**config.mk**
```make
export PLATFORM = sky130hd
export DESIGN_NAME = pe_output_packer
export DESIGN_NICKNAME = d
export VERILOG_FILES = /design/src/rtl/pe_pkg.sv /design/src/rtl/pe_plane_shiftreg.sv /design/src/rtl/pe_output_packer.sv
export SDC_FILE = /design/constraint.sdc
export NUM_CORES = 1
export LEC_CHECK = 0
export ABC_AREA = 1
export BUFFER_PORTS_ARGS = -buffer_cell sky130_fd_sc_hd__buf_2
export CAP_MARGIN = 15
export CELL_PAD_IN_SITES_DETAIL_PLACEMENT = 1
export CELL_PAD_IN_SITES_GLOBAL_PLACEMENT = 2
export CORE_MARGIN = 4
export CORE_UTILIZATION = 35
export CTS_BUF_LIST = sky130_fd_sc_hd__clkbuf_8
export CTS_CLUSTER_DIAMETER = 40
export DETAILED_ROUTE_END_ITERATION = 16
export GPL_TIMING_DRIVEN = 0
export PLACE_DENSITY_LB_ADDON = 0.1
export SYNTH_ARGS = -nofsm -noshare
export SYNTH_HDL_FRONTEND = slang
export SYNTH_SLANG_ARGS = --single-unit
```
**constraint.sdc**
```tcl
create_clock -name clk -period 2.5 [get_ports clk]
set_input_delay 0.125 -clock clk [delete_from_list [all_inputs] [get_ports clk]]
set_output_delay 0.125 -clock clk [all_outputs]
set_load 0.005 [all_outputs]
```
**src/rtl/pe_pkg.sv**
```systemverilog
`default_nettype none
// +----------------------------------------------------------------------------+
// | Module   : pe_pkg                                                          |
// | Brief    : Shared types and helpers for the PE output packer.              |
// | Revision : 1.0                                                             |
// +----------------------------------------------------------------------------+
package pe_pkg;

    typedef enum logic [1:0] {
        ST_FILL = 2'd0,
        ST_EMIT = 2'd1,
        ST_DONE = 2'd2
    } pack_state_t;

    function automatic int clog2(input int value);
        int result;
        result = 0;
        for (int i = 0; i < 31; i++) begin
            if ((1 << i) < value) begin
                result = i + 1;
            end
        end
        return result;
    endfunction

    // Lowest bit of bit-plane `level` inside the packed output word.
    function automatic int plane_lsb(input int level, input int width);
        return level * width;
    endfunction

endpackage
`default_nettype wire

```
**src/rtl/pe_plane_shiftreg.sv**
```systemverilog
`default_nettype none
// +----------------------------------------------------------------------------+
// | Module   : pe_plane_shiftreg                                               |
// | Brief    : One bit-plane register with indexed bit write and clear.        |
// | Revision : 1.0                                                             |
// +----------------------------------------------------------------------------+
module pe_plane_shiftreg
    import pe_pkg::*;
#(
    parameter int WIDTH = 32
) (
    input  logic                       clk,
    input  logic                       rst,
    input  logic                       i_clr,
    input  logic                       i_wr_en,
    input  logic [clog2(WIDTH)-1:0]    i_wr_idx,
    input  logic                       i_wr_bit,
    output logic [WIDTH-1:0]           o_plane_next
);

    logic [WIDTH-1:0] r_plane;

    // The owner snapshots o_plane_next on the same edge it clears, so the
    // bit written in that cycle still makes it into the emitted word.
    always_comb begin
        o_plane_next = r_plane;
        if (i_wr_en) begin
            o_plane_next[i_wr_idx] = i_wr_bit;
        end
    end

    always_ff @(posedge clk) begin
        if (rst || i_clr) begin
            r_plane <= '0;
        end else begin
            r_plane <= o_plane_next;
        end
    end

endmodule
`default_nettype wire

```
**src/rtl/pe_output_packer.sv**
```systemverilog
`default_nettype none
// +----------------------------------------------------------------------------+
// | Module   : pe_output_packer                                                |
// | Brief    : Packs per-pixel multi-level bits bit-plane-wise into words and  |
// |            writes them to the next layer buffer with frame tracking.       |
// | Revision : 1.0                                                             |
// +----------------------------------------------------------------------------+
module pe_output_packer
    import pe_pkg::*;
#(
    parameter int BINARY_OUTPUT_LEVELS = 2,
    parameter int PACK_WIDTH           = 32,
    parameter int OUTPUT_ADDRESS       = 12,
    parameter int FRAME_PIXELS         = 1024
) (
    input  logic                                       clk,
    input  logic                                       rst,
    input  logic                                       pixelValid,
    input  logic [BINARY_OUTPUT_LEVELS-1:0]            pixelBits,
    output logic                                       inReady,
    input  logic                                       flush,
    output logic                                       outValid,
    input  logic                                       outReady,
    output logic [BINARY_OUTPUT_LEVELS*PACK_WIDTH-1:0] outWord,
    output logic [OUTPUT_ADDRESS-1:0]                  outAddress,
    output logic                                       frameDone
);

    localparam int c_idx_w  = clog2(PACK_WIDTH);
    localparam int c_fill_w = c_idx_w + 1;
    localparam int c_pix_w  = clog2(FRAME_PIXELS + 1);
    localparam logic [c_fill_w-1:0] c_fill_full = c_fill_w'(PACK_WIDTH);
    localparam logic [c_pix_w-1:0]  c_pix_end   = c_pix_w'(FRAME_PIXELS);

    pack_state_t                               r_state;
    logic [c_fill_w-1:0]                       r_fill_cnt;
    logic [c_pix_w-1:0]                        r_pix_cnt;
    logic                                      r_frame_end;

    logic                                      w_accept;
    logic                                      w_last_in_frame;
    logic                                      w_emit_go;
    logic [c_fill_w-1:0]                       w_fill_next;
    logic [c_pix_w-1:0]                        w_pix_next;
    logic [BINARY_OUTPUT_LEVELS*PACK_WIDTH-1:0] w_packed;

    // inReady is a register that is high exactly in FILL, so no path exists
    // from outReady to inReady.
    assign w_accept        = pixelValid & inReady;
    assign w_fill_next     = r_fill_cnt + c_fill_w'(w_accept);
    assign w_pix_next      = r_pix_cnt + c_pix_w'(w_accept);
    assign w_last_in_frame = w_accept && (w_pix_next == c_pix_end);
    assign w_emit_go       = (r_state == ST_FILL) &&
                             ((w_fill_next == c_fill_full) ||
                              w_last_in_frame ||
                              (flush && (w_fill_next != '0)));

    for (genvar l = 0; l < BINARY_OUTPUT_LEVELS; l++) begin : g_plane
        pe_plane_shiftreg #(
            .WIDTH (PACK_WIDTH)
        ) u_plane (
            .clk          (clk),
            .rst          (rst),
            .i_clr        (w_emit_go),
            .i_wr_en      (w_accept),
            .i_wr_idx     (r_fill_cnt[c_idx_w-1:0]),
            .i_wr_bit     (pixelBits[l]),
            .o_plane_next (w_packed[plane_lsb(l, PACK_WIDTH) +: PACK_WIDTH])
        );
    end

    always_ff @(posedge clk) begin
        if (rst) begin
            r_state     <= ST_FILL;
            r_fill_cnt  <= '0;
            r_pix_cnt   <= '0;
            r_frame_end <= 1'b0;
            inReady     <= 1'b1;
            outValid    <= 1'b0;
            outWord     <= '0;
            outAddress  <= '0;
            frameDone   <= 1'b0;
        end else begin
            frameDone <= 1'b0;
            case (r_state)
                ST_FILL: begin
                    r_pix_cnt <= w_pix_next;
                    if (w_emit_go) begin
                        r_state     <= ST_EMIT;
                        r_fill_cnt  <= '0;
                        r_frame_end <= w_last_in_frame;
                        inReady     <= 1'b0;
                        outValid    <= 1'b1;
                        outWord     <= w_packed;
                    end else begin
                        r_fill_cnt <= w_fill_next;
                    end
                end
                ST_EMIT: begin
                    if (outReady) begin
                        outValid <= 1'b0;
                        if (r_frame_end) begin
                            r_state    <= ST_DONE;
                            r_pix_cnt  <= '0;
                            outAddress <= '0;
                            frameDone  <= 1'b1;
                        end else begin
                            r_state    <= ST_FILL;
                            outAddress <= outAddress + OUTPUT_ADDRESS'(1);
                            inReady    <= 1'b1;
                        end
                    end
                end
                ST_DONE: begin
                    r_state <= ST_FILL;
                    inReady <= 1'b1;
                end
                default: begin
                    r_state <= ST_FILL;
                    inReady <= 1'b1;
                end
            endcase
        end
    end

endmodule
`default_nettype wire

```
# ---- Word-level counts from Yosys, hierarchy flattened
# Cells that the tools add are included.
dict set report word_totals {
  ff_bits 163
  output_inout_bits 79
}
dict set report op_classes {
  n_addsub 3
  order_cmp 2
  eq_ne 7
  n_mux 23
  bitwise 3
  n_reduce_logical 17
}
# op count
set op_table {}
lappend op_table {{bitwise mux 32 bit} 2}
lappend op_table {{two-way mux 32 bit} 2}
lappend op_table {{two-way mux 11 bit} 2}
lappend op_table {{case mux 11 bit (2 select lines)} 1}
lappend op_table {{adder 12 x 1 -> 12 bit (second input constant)} 1}
lappend op_table {{two-way mux 12 bit} 1}
lappend op_table {{adder 11 x 1 -> 11 bit} 1}
lappend op_table {{equality test 11 bit (second input constant)} 1}
lappend op_table {{AND reduction 3 bit} 3}
lappend op_table {{two-way mux 1 bit} 7}
lappend op_table {{adder 6 x 1 -> 6 bit} 1}
lappend op_table {{equality test 6 bit (second input constant)} 1}
lappend op_table {{< comparator 5 x 6 -> 1 bit (second input constant)} 1}
lappend op_table {{two-way mux 2 bit} 3}
lappend op_table {{two-way mux 6 bit} 1}
lappend op_table {{inequality test 2 bit (second input constant)} 3}
lappend op_table {{AND reduction 2 bit} 3}
lappend op_table {{nonzero test 6 bit} 1}
lappend op_table {{demux 1 bit (select 5 bit)} 1}
lappend op_table {{>= comparator 5 x 1 -> 1 bit (second input constant)} 1}
lappend op_table {{logical AND 1 bit} 4}
lappend op_table {{case mux 1 bit (2 select lines)} 2}
lappend op_table {{case mux 2 bit (2 select lines)} 1}
lappend op_table {{logical OR 1 bit} 3}
lappend op_table {{other kinds (7)} 8}

# ---- Longest topological paths before layout
# Gate-level depths: netlist (run 1).
dict set report logic_depth {
  depth_word 9
  mapped_depth 18
  depth_no_buf 16
}

# ---- Hierarchy
# Synthesis (run 1) repeated with hierarchy kept, for this count alone.
dict set report hier_totals {
  hier_cells 1195
  hier_area_um2 7962.6
}
# module n_inst cells_each area_per_inst_um2
set modules_own_cells {}
lappend modules_own_cells {pe_output_packer 1 630 4496.8}
lappend modules_own_cells {{pe_plane_shiftreg at g_plane[1].u_plane} 1 283 1745.4}
lappend modules_own_cells {{pe_plane_shiftreg at g_plane[0].u_plane} 1 282 1720.4}

# ---- Least setup slack after synthesis (run 1)
# No wires, ideal clock.
dict set report synth_timing {
  path_kind {reg2reg}
  from {reg inReady}
  to {reg outWord[57]}
  setup_time_ns 0.115
  t_arrival_ns 2.182
  slack_ns 0.203
  path_stages_with_launch 18
  path_buffers 2
  cell_sequence {dfxtp_1 -> nand2_1 -> inv_1 -> ha_1 -> ha_1 -> nand2_2 -> nor2_2 -> nand2_1 -> nand2_1 -> nand2_1 -> nor2_1 -> nand3_2 -> nand2_4 -> buf_8 -> buf_6 -> nand3_1 -> nand2_1 -> nor2_1}
}
dict set report synth_via {
  elab_chain_len 8
  word_cells_on_any_way 13
}
# element line
set synth_lines {}
lappend synth_lines {{start, declared} pe_output_packer.sv:20} ;# output logic inReady,
lappend synth_lines {{start signal, assigned} pe_output_packer.sv:78} ;# inReady <= 1'b1;
lappend synth_lines {{start signal, assigned} pe_output_packer.sv:92} ;# inReady <= 1'b0;
lappend synth_lines {{start signal, assigned} pe_output_packer.sv:110} ;# inReady <= 1'b1;
lappend synth_lines {{AND 1 bit *} pe_output_packer.sv:49} ;# assign w_accept = pixelValid & inReady;
lappend synth_lines {{adder 11 x 1 -> 11 bit} pe_output_packer.sv:51} ;# assign w_pix_next = r_pix_cnt + c_pix_w'(w_accept);
lappend synth_lines {{equality test 11 bit} pe_output_packer.sv:52} ;# assign w_last_in_frame = w_accept && (w_pix_next == c_pix_end);
lappend synth_lines {{logical AND 1 bit} pe_output_packer.sv:52}
lappend synth_lines {{logical OR 1 bit} pe_output_packer.sv:54} ;# ((w_fill_next == c_fill_full) ||
lappend synth_lines {{logical OR 1 bit} pe_output_packer.sv:55} ;# w_last_in_frame ||
lappend synth_lines {{logical AND 1 bit} pe_output_packer.sv:53} ;# assign w_emit_go = (r_state == ST_FILL) &&
lappend synth_lines {{AND reduction 2 bit (no source line)} --}
lappend synth_lines {{end signal, assigned} pe_output_packer.sv:94} ;# outWord <= w_packed;
lappend synth_lines {{end, declared} pe_output_packer.sv:24} ;# output logic [BINARY_OUTPUT_LEVELS*PACK_WIDTH-1:0] outWord,
# Mark *: on every way between the ends. The rest lies on a longest branch, timed or not.
# A chain may end at the register's enable or synchronous reset.

# ---- Final worst setup path (run 1)
dict set report layout_timing {
  from {reg inReady}
  to {reg outWord[31]}
}
# The elaborated chain is that of the path after synthesis.

==> flow_metrics.py, run 1 <==
metrics = {
    "synth": {
        "synth_warnings": 0,
        "synth_seq_area_share_pct": 47.26,
        "mappedNetlistNets": 897,
        "yosys_register_bits": 163,
        "average_size_of_a_mapped_cell_um2": 7.801,
        "netlist_instances": 885,
        "syn-cell-area_mm2": 0.006904,
        "synth.lib_cells_used.distinct": 28,
    },
    "worst_hold_path": {
        "hold_end": "g_plane[0].u_plane.r_plane[31]",
        "worst_hold_path_type": "input port to flip-flop",
        "hold-path-cell-count": 3,
        "worstHoldStart": "pixelBits[0]",
    },
    "setup_path": {
        "r2r_depth": 17,
        "critical_path.slowest_cell": "sky130_fd_sc_hd__dfxtp_4",
        "end_kind": "flip-flop",
        "critPathMaxFanout": 5,
        "critical_path.most_common_cell": "sky130_fd_sc_hd__nand2_1",
        "timing.rr.end": "outWord[31]",
        "setup.worst_path.class": "flip-flop to flip-flop",
        "rr_startpoint": "inReady",
        "data_required_time_at_the_worst_endpoint_ps": 2880,
        "crit_path_start_kind": "flip-flop",
        "cp_cell_sequence": "nand2_8 > inv_6 > ha_4 > ha_4 > nand2_2 > nor2_4 > nand2_1 > nand2_1 > nand2_1 > nor2_2 > nand3_4 > nand2_8 > clkbuf_16 > clkbuf_16 > nand3_1 > nand2_1 > nor2_1",
        "register_to_register_setup_slack_ps": 180,
        "critical_path_arrival_ps": 2700,
        "cp_slowest_stage_delay_ps": 390,
    },
    "finish": {
        "antennaDiodeCount": 0,
        "multi_input_gate_area_in_the_final_layout_mm2": 0.003276,
        "layout-area-overhead-vs-synth_pct": 23.21,
        "fin_area_mm2": 0.008507,
        "drive_above_1_share_pct": 18.63,
        "final.fill_count": 2408,
        "num-nets-final": 1019,
        "layout.area.seq_mm2": 0.003267,
    },
    "floorplan": {
        "core_area_mm2": 0.01946,
        "core.rowCount": 51,
        "initial_utilization_pct": 35.47,
        "dieWidth_um": 148.5,
        "boundaryPins": 86,
        "die_height_um": 148.5,
        "die_outline_area_mm2": 0.02204,
    },
    "sta": {
        "fin_skew_ps": 21.22,
        "grt_setup_unrepaired": "true",
        "post_route_setup_slack_ps": 179.2,
        "hold_violations": 0,
        "finalSetupViolations": 0,
        "final.min_clock_period_ps": 2321,
        "tightestPinTransition_ps": 886.7,
        "max-slew-margin-rel_pct": 40.67,
        "timing.setup.tns_ps": 0,
        "achievable-frequency_ghz": 0.4309,
        "final.period_utilization_pct": 92.83,
        "slew_viol_final": 0,
        "fin_hold_ws_ps": 51.57,
    },
    "cts": {
        "cts.path.max_buffers": 2,
        "tritoncts_clock_tree": "built",
        "cts.clk_slew.worst_paths_ps": 90,
        "cts_made_buffers": 17,
        "htree_num_levels": 4,
        "clock_insertion_delay_worst_skew_ps": 490,
        "tritoncts_num_sinks": 163,
        "cts.root.buffer_cell": "sky130_fd_sc_hd__clkbuf_8",
    },
    "flow_run": {
        "max_cap_violations": 0,
    },
    "drt": {
        "drc": 0,
        "amount_of_wire_on_met3_after_detailed_routing_um": 589,
        "wl_met2_um": 10500,
        "avgRoutedWirePerCell_um": 16.73,
        "ant_nets": 0,
        "routed_wl_um": 21490,
        "drtPass1Iterations": 5,
        "route.detailed.vias_per_inst": 4.858,
        "routed-via-count": 6243,
        "maxUsedRoutingLayer": "met4",
        "first_iter_violations": 209,
        "drt-met1-wl_um": 10150,
    },
    "global_routing": {
        "maximum_number_of_pins_on_one_net_before_global_route_repair": 17,
        "grt.overflow.total": 0,
        "grt_antenna_before_repair": 0,
        "grt_first_pass_wirelength_um": 33910,
        "grt_usage_pct": 19.47,
        "number_of_global_route_vias_before_repair": 6399,
    },
    "pwr": {
        "powerDensity_mw_per_mm2": 1288,
        "maximum_vdd_ir_drop_mv": 0.5252,
        "totalPowerFinal_uw": 10950,
        "power.leakage_uw": 0.003982,
    },
    "placed_design": {
        "numPortBuffers": 85,
        "placedInstanceArea_mm2": 0.007676,
        "hpwl_um": 15100,
        "place_ws_ps": -504.8,
        "finalWeightedCongestion": 0.7452,
    },
    "run_status": {
        "run_status": "complete, no violations",
    },
}
synthesized netlist by cell type:
library cell                 n  area (µm²)
sky130_fd_sc_hd__nor2_1    161       604.3
sky130_fd_sc_hd__nor3_1     12       60.06
sky130_fd_sc_hd__nand4_1    11       68.82
sky130_fd_sc_hd__nand2_1   172       645.6
sky130_fd_sc_hd__buf_1       9       33.78
sky130_fd_sc_hd__mux2i_1    64       640.6
sky130_fd_sc_hd__ha_1        5       62.56
sky130_fd_sc_hd__nor2_2      2       12.51
sky130_fd_sc_hd__buf_4       8       60.06
sky130_fd_sc_hd__xnor2_1     2       17.52
sky130_fd_sc_hd__o21bai_1    2       15.01
sky130_fd_sc_hd__xor2_1      2       17.52
sky130_fd_sc_hd__nand3_1    91       455.4
sky130_fd_sc_hd__a21oi_1    88       440.4
sky130_fd_sc_hd__nand3b_1    1       7.510
sky130_fd_sc_hd__buf_8       1       15.01
sky130_fd_sc_hd__o221a_2     1       11.26
sky130_fd_sc_hd__nand2_4     2       22.52
sky130_fd_sc_hd__clkbuf_1   16       60.06
sky130_fd_sc_hd__buf_2       9       45.04
sky130_fd_sc_hd__clkinv_1    3       11.26
sky130_fd_sc_hd__buf_6      11       123.9
sky130_fd_sc_hd__inv_1      38       142.6
sky130_fd_sc_hd__nand2_2     3       18.77
sky130_fd_sc_hd__dfxtp_1   163        3263
sky130_fd_sc_hd__o21ai_0     6       30.03
sky130_fd_sc_hd__nand3_2     1       10.01
sky130_fd_sc_hd__a41oi_1     1       8.760
cell families after synthesis:
group / count (synthesis) / share of synthesized area [%]
compound gates: 98 / 7.321
xor+xnor: 4 / 0.5075
fa+ha+maj: 5 / 0.9061
buf+inv: 95 / 7.122
flops: 163 / 47.26
mux: 64 / 9.279
simple gates: 456 / 27.60
power breakdown:
| part | internal (µW) | switching (µW) |
|---|---|---|
| clock | 752 | 1090 |
| sequential | 3200 | 337 |
| combinational | 2470 | 3110 |
| total | 6420 | 4530 |
sequential cells by signal, indices dropped and copies added (netlist names):
register	flops
inReady	1
frameDone	1
r_pix_cnt	11
r_fill_cnt	6
outWord	64
r_frame_end	1
outValid	1
r_state	2
outAddress	12
g_plane.u_plane.r_plane	64
how the worst max path moves through the flow:
stage	start	end	slack, ps
2_1_floorplan	inReady	outWord[57]	200
3_3_place_gp	inReady	outWord[13]	-460
3_5_place_dp	inReady	outWord[13]	-500
4_1_cts	inReady	outWord[32]	10
5_1_grt	inReady	outWord[20]	-20
6_report	inReady	outWord[31]	180
critical path, delay by kind of cell, from the launching register on:
kind / cells / cell delay (ps)
buffers and inverters: 3 / 380
and+or+nand+nor: 12 / 1130
DFF: 1 / 390
adders and majority gates: 2 / 290
layout by cell type, fill, tap and decap left out, types with 16 or more instances in the layout:
master / synthesis / final
sky130_fd_sc_hd__clkbuf_8: 0 / 19
sky130_fd_sc_hd__nand3_1: 91 / 87
sky130_fd_sc_hd__mux2i_1: 64 / 64
sky130_fd_sc_hd__a21oi_1: 88 / 88
sky130_fd_sc_hd__clkbuf_1: 16 / 16
sky130_fd_sc_hd__nor2_1: 161 / 155
sky130_fd_sc_hd__inv_1: 38 / 36
sky130_fd_sc_hd__dfxtp_1: 163 / 162
sky130_fd_sc_hd__buf_2: 9 / 94
sky130_fd_sc_hd__nand2_1: 172 / 171
repair_timing:
action | CTS | global route
setup endpoints to repair | 132 | 123
gates cloned | 0 | 7
pin swaps | 1 | 12
hold endpoints to repair | 1 | 0
gates resized for setup | 16 | 36
buffers inserted | 1 | 7
hold buffers | 1 | 0
metal layers:
layer	vias to the layer above	GRT usage, %
li1	3156	-
met1	2980	25.52
met4	0	5.035
met5	-	0
met2	88	33.17
met3	19	3.565
stage by stage:
step / std cells / utilization (%)
finish: 1285 / 43.71
global route: 1285 / 43.71
CTS: 1271 / 41.80
detailed placement: 1237 / 39.44
global placement: 1235 / 39.36
floorplan: 885 / -
area by class of cell:
type                    count  area share (%)
multi-input cells         627           38.51
clock inverters            13           1.221
plain buffers              54           4.971
flip-flops and latches    163           38.40
clock buffers              19           3.074
repair buffers            103           8.060
inverters                  41           1.868
well taps                 265           3.898
Note: power is estimated with default switching activity, not from simulation.
==> run 2: changes to the inputs <==
--- a/config.mk
+++ b/config.mk
@@ -18,4 +18,5 @@
 export GPL_TIMING_DRIVEN = 0
 export PLACE_DENSITY_LB_ADDON = 0.1
+export SETUP_SLACK_MARGIN = 0.4
 export SYNTH_ARGS = -nofsm -noshare
 export SYNTH_HDL_FRONTEND = slang
==> constraint.sdc (replaced) <==
create_clock -name clk -period 2.5 [get_ports clk]
set_input_delay 0.625 -clock clk [delete_from_list [all_inputs] [get_ports clk]]
set_output_delay 0.625 -clock clk [all_outputs]
set_load 0.005 [all_outputs]
==> flow_metrics.py, run 2 (synthesis gave the netlist of run 1 again) <==
metrics = {
    "setup_path": {
        "critical_path.slowest_cell": "sky130_fd_sc_hd__dfxtp_4",
        "cp_top_family": "simple AND/OR/NAND/NOR gates",
        "end_kind": "flip-flop",
        "worst-path-buf-inv": 4,
        "crit_path_start_kind": "flip-flop",
        "cp_cell_sequence": "nand2_8 > inv_6 > ha_4 > ha_4 > nand2_4 > nor2_4 > nand2_1 > nand2_1 > nand2_1 > nor2_2 > nand3_4 > nand2_8 > buf_12 > buf_16 > clkbuf_16 > nand3_1 > nand2_1 > nor2_1",
        "data_required_time_at_the_worst_endpoint_ps": 2860,
        "critical_path.most_common_cell": "sky130_fd_sc_hd__nand2_1",
        "cp_slowest_stage_delay_ps": 380,
        "critical_path_cell_count": 18,
        "critical_path_arrival_ps": 2670,
        "r2r_depth": 18,
        "critPathMaxFanout": 7,
        "setup.worst_path.class": "flip-flop to flip-flop",
    },
    "global_routing": {
        "maximum_number_of_pins_on_one_net_before_global_route_repair": 17,
        "grt_usage_pct": 18.67,
        "grt.overflow.total": 0,
        "number_of_global_route_vias_before_repair": 6122,
        "grt_first_pass_wirelength_um": 32550,
        "grt_antenna_before_repair": 0,
    },
    "drt": {
        "ant_nets": 0,
        "routed-via-count": 6181,
        "routed_wl_um": 20280,
        "route.detailed.vias_per_inst": 4.780,
        "drc": 0,
        "first_iter_violations": 200,
        "avgRoutedWirePerCell_um": 15.68,
        "drtPass1Iterations": 4,
    },
    "pwr": {
        "p_clk_share_pct": 17.9,
        "totalPowerFinal_uw": 11550,
        "maximum_vdd_ir_drop_mv": 0.5296,
        "powerDensity_mw_per_mm2": 1291,
        "power.share.sequential_pct": 30.8,
        "power.leakage_uw": 0.004165,
        "power.share.combinational_pct": 51.3,
        "netSwitchingFraction_pct": 39.67,
        "power.switching_uw": 4581,
        "p_int_uw": 6968,
    },
    "run_status": {
        "run_status": "complete, no violations",
    },
    "sta": {
        "tightestPinTransition_ps": 732.7,
        "slew_viol_final": 0,
        "max-slew-margin-rel_pct": 51.15,
        "final.period_utilization_pct": 92.35,
        "hold_violations": 0,
        "post_route_setup_slack_ps": 191.2,
        "achievable-frequency_ghz": 0.4331,
        "final.min_clock_period_ps": 2309,
        "fin_skew_ps": 8.407,
        "grt_setup_unrepaired": "true",
        "finalSetupViolations": 0,
    },
    "finish": {
        "largestRegisters": "g_plane.u_plane.r_plane: 64 flops, outWord: 64 flops, outAddress: 12 flops",
        "final.fill_count": 2355,
        "multi_input_gate_area_in_the_final_layout_mm2": 0.003570,
        "fin_util_pct": 45.97,
        "antennaDiodeCount": 0,
        "layout.area.seq_mm2": 0.003268,
        "layout-area-overhead-vs-synth_pct": 29.59,
        "num-nets-final": 1027,
        "drive_above_1_share_pct": 24.81,
        "layout.cells.most_common_list": "161 x sky130_fd_sc_hd__nand2_1, 161 x sky130_fd_sc_hd__dfxtp_1, 151 x sky130_fd_sc_hd__nor2_1, 95 x sky130_fd_sc_hd__buf_2, 77 x sky130_fd_sc_hd__a21oi_1",
    },
    "cts": {
        "holdBufCountCts": 0,
        "cts.path.max_buffers": 2,
        "cts.clk_slew.worst_paths_ps": 90,
        "tritoncts_clock_tree": "built",
        "cts_made_buffers": 17,
        "tritoncts_num_sinks": 163,
        "clock_insertion_delay_worst_skew_ps": 460,
        "cts.root.buffer_cell": "sky130_fd_sc_hd__clkbuf_8",
        "htree_num_levels": 4,
    },
    "placed_design": {
        "numPortBuffers": 85,
        "finalWeightedCongestion": 0.7512,
        "hpwl_um": 14510,
        "place_ws_ps": -495.9,
    },
    "worst_hold_path": {
        "hold-path-cell-count": 2,
        "worst_hold_path_type": "flip-flop to flip-flop",
    },
    "floorplan": {
        "die_outline_area_mm2": 0.02204,
        "die_height_um": 148.5,
        "core_area_mm2": 0.01946,
        "boundaryPins": 86,
        "dieWidth_um": 148.5,
        "core.rowCount": 51,
        "initial_utilization_pct": 35.47,
    },
    "flow_run": {
        "max_cap_violations": 0,
    },
}
run 2: cell count changes in the layout (fill, tap and decap cells not counted), moves of 6 or more:
cell | before | now
sky130_fd_sc_hd__nand3_1 | 87 | 62
sky130_fd_sc_hd__a21oi_1 | 88 | 77
sky130_fd_sc_hd__buf_8 | 4 | 11
sky130_fd_sc_hd__nand2_1 | 171 | 161
sky130_fd_sc_hd__nand3_2 | 4 | 24
sky130_fd_sc_hd__a21oi_2 | 0 | 10
sky130_fd_sc_hd__buf_4 | 10 | 16
sky130_fd_sc_hd__nand2_2 | 1 | 11
run 2: worst paths after layout:
path,start,end,slack [ps]
setup / recovery,inReady,outWord[43],190
hold / removal,outAddress[11],outAddress[11],470
setup reg to reg,inReady,outWord[43],190
hold reg to reg,outAddress[11],outAddress[11],470
run 2: per-stage QoR:
step	hold slack [ps]	cells	setup TNS (ps)	instance area [µm²]
6_report	469.9	1293	0	8947
5_1_grt	489.8	1293	0	8947
4_1_cts	474.5	1287	0	8600
3_5_place_dp	457.2	1235	-52310	7732
3_3_place_gp	452.8	1235	-51210	7732
2_1_floorplan	453.1	885	0	6975
run 2: layout make-up:
type	instances	share of cell area, %
plain buffers	54	4.769
clock inverters	12	1.734
well taps	265	3.706
flip-flops and latches	163	36.53
clock buffers	20	3.076
repair buffers	111	8.516
inverters	41	1.776
multi-input cells	627	39.90
run 2: layer usage:
metal  up-vias  track usage (%)  routed length [µm]
li1       3170                -                   -
met1      2901            25.59                9994
met2        91            30.08                9483
met3        19            3.717                 552
met4         0            5.173                 249
met5         -                0                   0
run 2: power by group through the flow:
stage | clock network [µW] | registers (µW) | logic, µW
3_5_place_dp | 0 | 3590 | 4570
6_report | 2070 | 3550 | 5920
2_1_floorplan | 0 | 3610 | 2990
4_1_cts | 2140 | 3560 | 5410
5_1_grt | 2250 | 3650 | 6550
3_3_place_gp | 0 | 3590 | 4530
run 2: worst min-delay path: stages (launching register included):
cell and delay (ps):
sky130_fd_sc_hd__dfxtp_1 320, sky130_fd_sc_hd__inv_1 60, sky130_fd_sc_hd__a21oi_1 50
run 2: repair_timing:
item                       in CTS  in global routing
buffers inserted               15                  4
cloned                          5                  2
gates resized for setup        48                 62
pin swaps                      10                 15
setup endpoints to repair     138                149
==> run 3: changes to the inputs <==
BUFFER_PORTS_ARGS = -buffer_cell sky130_fd_sc_hd__buf_4   (was -buffer_cell sky130_fd_sc_hd__buf_2)
GPL_TIMING_DRIVEN = unset   (was 0)
==> flow_metrics.py, run 3 (synthesis gave the netlist of run 1 again) <==
metrics = {
    "drt": {
        "ant_nets": 0,
        "avgRoutedWirePerCell_um": 16.38,
        "drtPass1Iterations": 4,
        "route.detailed.vias_per_inst": 4.939,
        "routed-via-count": 6223,
        "routed_wl_um": 20630,
        "drc": 0,
        "first_iter_violations": 269,
    },
    "finish": {
        "final_common_cell": "sky130_fd_sc_hd__nand2_1",
        "num-nets-final": 994,
        "antennaDiodeCount": 0,
        "fin_area_mm2": 0.009025,
        "largestRegisters": "g_plane.u_plane.r_plane: 64 flops, outWord: 64 flops, outAddress: 12 flops",
        "layout-area-overhead-vs-synth_pct": 30.72,
        "drive_above_1_share_pct": 25.03,
        "layout.cells.most_common_list": "167 x sky130_fd_sc_hd__nand2_1, 161 x sky130_fd_sc_hd__dfxtp_1, 122 x sky130_fd_sc_hd__nor2_1, 102 x sky130_fd_sc_hd__buf_4, 86 x sky130_fd_sc_hd__nand3_1",
    },
    "floorplan": {
        "die_outline_area_mm2": 0.02204,
        "die_height_um": 148.5,
        "boundaryPins": 86,
        "dieWidth_um": 148.5,
        "core.rowCount": 51,
        "core_area_mm2": 0.01946,
        "initial_utilization_pct": 35.47,
    },
    "cts": {
        "cts_made_buffers": 17,
        "cts.root.buffer_cell": "sky130_fd_sc_hd__clkbuf_8",
        "htree_num_levels": 4,
        "cts.clk_slew.worst_paths_ps": 90,
        "tritoncts_clock_tree": "built",
        "cts.path.max_buffers": 2,
        "tritoncts_num_sinks": 163,
        "clock_insertion_delay_worst_skew_ps": 450,
    },
    "sta": {
        "slew_viol_final": 0,
        "fin_skew_ps": 14.12,
        "finalSetupViolations": 0,
        "grt_setup_unrepaired": "true",
        "max-slew-margin-rel_pct": 50.66,
        "post_route_setup_slack_ps": 198.4,
        "tightestPinTransition_ps": 737.4,
        "final.min_clock_period_ps": 2302,
        "final.period_utilization_pct": 92.06,
        "hold_violations": 0,
        "achievable-frequency_ghz": 0.4345,
    },
    "worst_hold_path": {
        "worst_hold_path_type": "flip-flop to flip-flop",
    },
    "run_status": {
        "run_status": "complete, no violations",
    },
    "setup_path": {
        "cp_top_family": "simple AND/OR/NAND/NOR gates",
        "critical_path.most_common_cell": "sky130_fd_sc_hd__nand2_1",
        "critPathMaxFanout": 7,
        "data_required_time_at_the_worst_endpoint_ps": 2850,
        "crit_path_start_kind": "flip-flop",
        "cp_slowest_stage_delay_ps": 370,
        "setup.worst_path.class": "flip-flop to flip-flop",
        "cp_cell_sequence": "nand2_8 > inv_6 > ha_4 > ha_4 > inv_2 > nand2_1 > nor2_1 > nand2_1 > nor2_1 > nand2_1 > nor2_4 > nand3_4 > nand2_8 > buf_12 > buf_16 > nand3_2 > nand2_1 > nor2_1",
        "worst-path-buf-inv": 4,
        "critical_path.slowest_cell": "sky130_fd_sc_hd__dfxtp_4",
        "end_kind": "flip-flop",
        "critical_path_arrival_ps": 2650,
    },
    "global_routing": {
        "grt.overflow.total": 0,
        "grt_usage_pct": 17.89,
        "maximum_number_of_pins_on_one_net_before_global_route_repair": 73,
        "number_of_global_route_vias_before_repair": 6384,
        "grt_antenna_before_repair": 0,
        "grt_first_pass_wirelength_um": 32290,
    },
    "pwr": {
        "powerDensity_mw_per_mm2": 1282,
        "maximum_vdd_ir_drop_mv": 0.5564,
        "power.leakage_uw": 0.004072,
    },
    "placed_design": {
        "place_ws_ps": -270.7,
        "finalWeightedCongestion": 0.8421,
        "numPortBuffers": 85,
        "placedInstanceArea_mm2": 0.007868,
        "hpwl_um": 13080,
    },
    "flow_run": {
        "max_cap_violations": 0,
    },
}
[run 3: final timing paths]
kind              slack [ps]      startpoint             end  depth (start not counted)
setup reg to reg         200         inReady     outWord[48]                         18
hold / removal           470  outAddress[11]  outAddress[11]                          2
hold reg to reg          470  outAddress[11]  outAddress[11]                          2
setup / recovery         200         inReady     outWord[48]                         18
[run 3: final cells by class]
type | instances | area (µm²)
Timing Repair inverter | 1 | 5.005
Tap cell | 265 | 331.6
Clock buffer | 21 | 289.0
Inverter | 41 | 162.7
Multi-Input combinational cell | 628 | 3528
Sequential cell | 163 | 3268
Timing Repair Buffer | 130 | 1340
Fill cell | 2359 | 10440
Clock inverter | 11 | 100.1
[run 3: repair_timing]
action,CTS,global route
pin swaps,5,17
resized for setup,14,92
setup endpoints to repair,138,144
hold buffers,0,0
cloned,4,11
setup buffers,3,4
[run 3: stage by stage]
step | power, µW | hold WS, ps | cells | setup TNS (ps) | util [%]
after CTS | 10800 | 477.9 | 1245 | 0 | 43.43
after global routing | 12410 | 498.9 | 1260 | 0 | 46.37
after detailed placement | 8238 | 462.4 | 1206 | -26840 | 40.42
after floorplan | 6601 | 453.1 | 885 | 0 | -
final | 11570 | 472.4 | 1260 | 0 | 46.37
after global placement | 8120 | 455.8 | 1206 | -26860 | 40.42
[run 3: where the power goes]
group          internal (µW)  switching (µW)  leakage, µW
Combinational           2920            3150      0.00254
Clock                    901            1010     0.000210
Sequential              3210             386      0.00133
[run 3: worst reg2reg max path, cell delays in order (launching register included)]
cell and delay [ps]:
sky130_fd_sc_hd__dfxtp_4 370, sky130_fd_sc_hd__nand2_8 70, sky130_fd_sc_hd__inv_6 40, sky130_fd_sc_hd__ha_4 160, sky130_fd_sc_hd__ha_4 210, sky130_fd_sc_hd__inv_2 40, sky130_fd_sc_hd__nand2_1 50, sky130_fd_sc_hd__nor2_1 120
sky130_fd_sc_hd__nand2_1 80, sky130_fd_sc_hd__nor2_1 80, sky130_fd_sc_hd__nand2_1 90, sky130_fd_sc_hd__nor2_4 120, sky130_fd_sc_hd__nand3_4 120, sky130_fd_sc_hd__nand2_8 170, sky130_fd_sc_hd__buf_12 160, sky130_fd_sc_hd__buf_16 130
sky130_fd_sc_hd__nand3_2 50, sky130_fd_sc_hd__nand2_1 90, sky130_fd_sc_hd__nor2_1 40
[run 3: routing by layer]
| layer | vias to the layer above | wire length (µm) | global-route usage (%) |
|---|---|---|---|
| li1 | 3102 | - | - |
| met1 | 3002 | 9895 | 24.30 |
| met2 | 97 | 9809 | 28.94 |
| met3 | 22 | 656 | 3.870 |
| met4 | 0 | 272 | 4.804 |
| met5 | - | 0 | 0 |
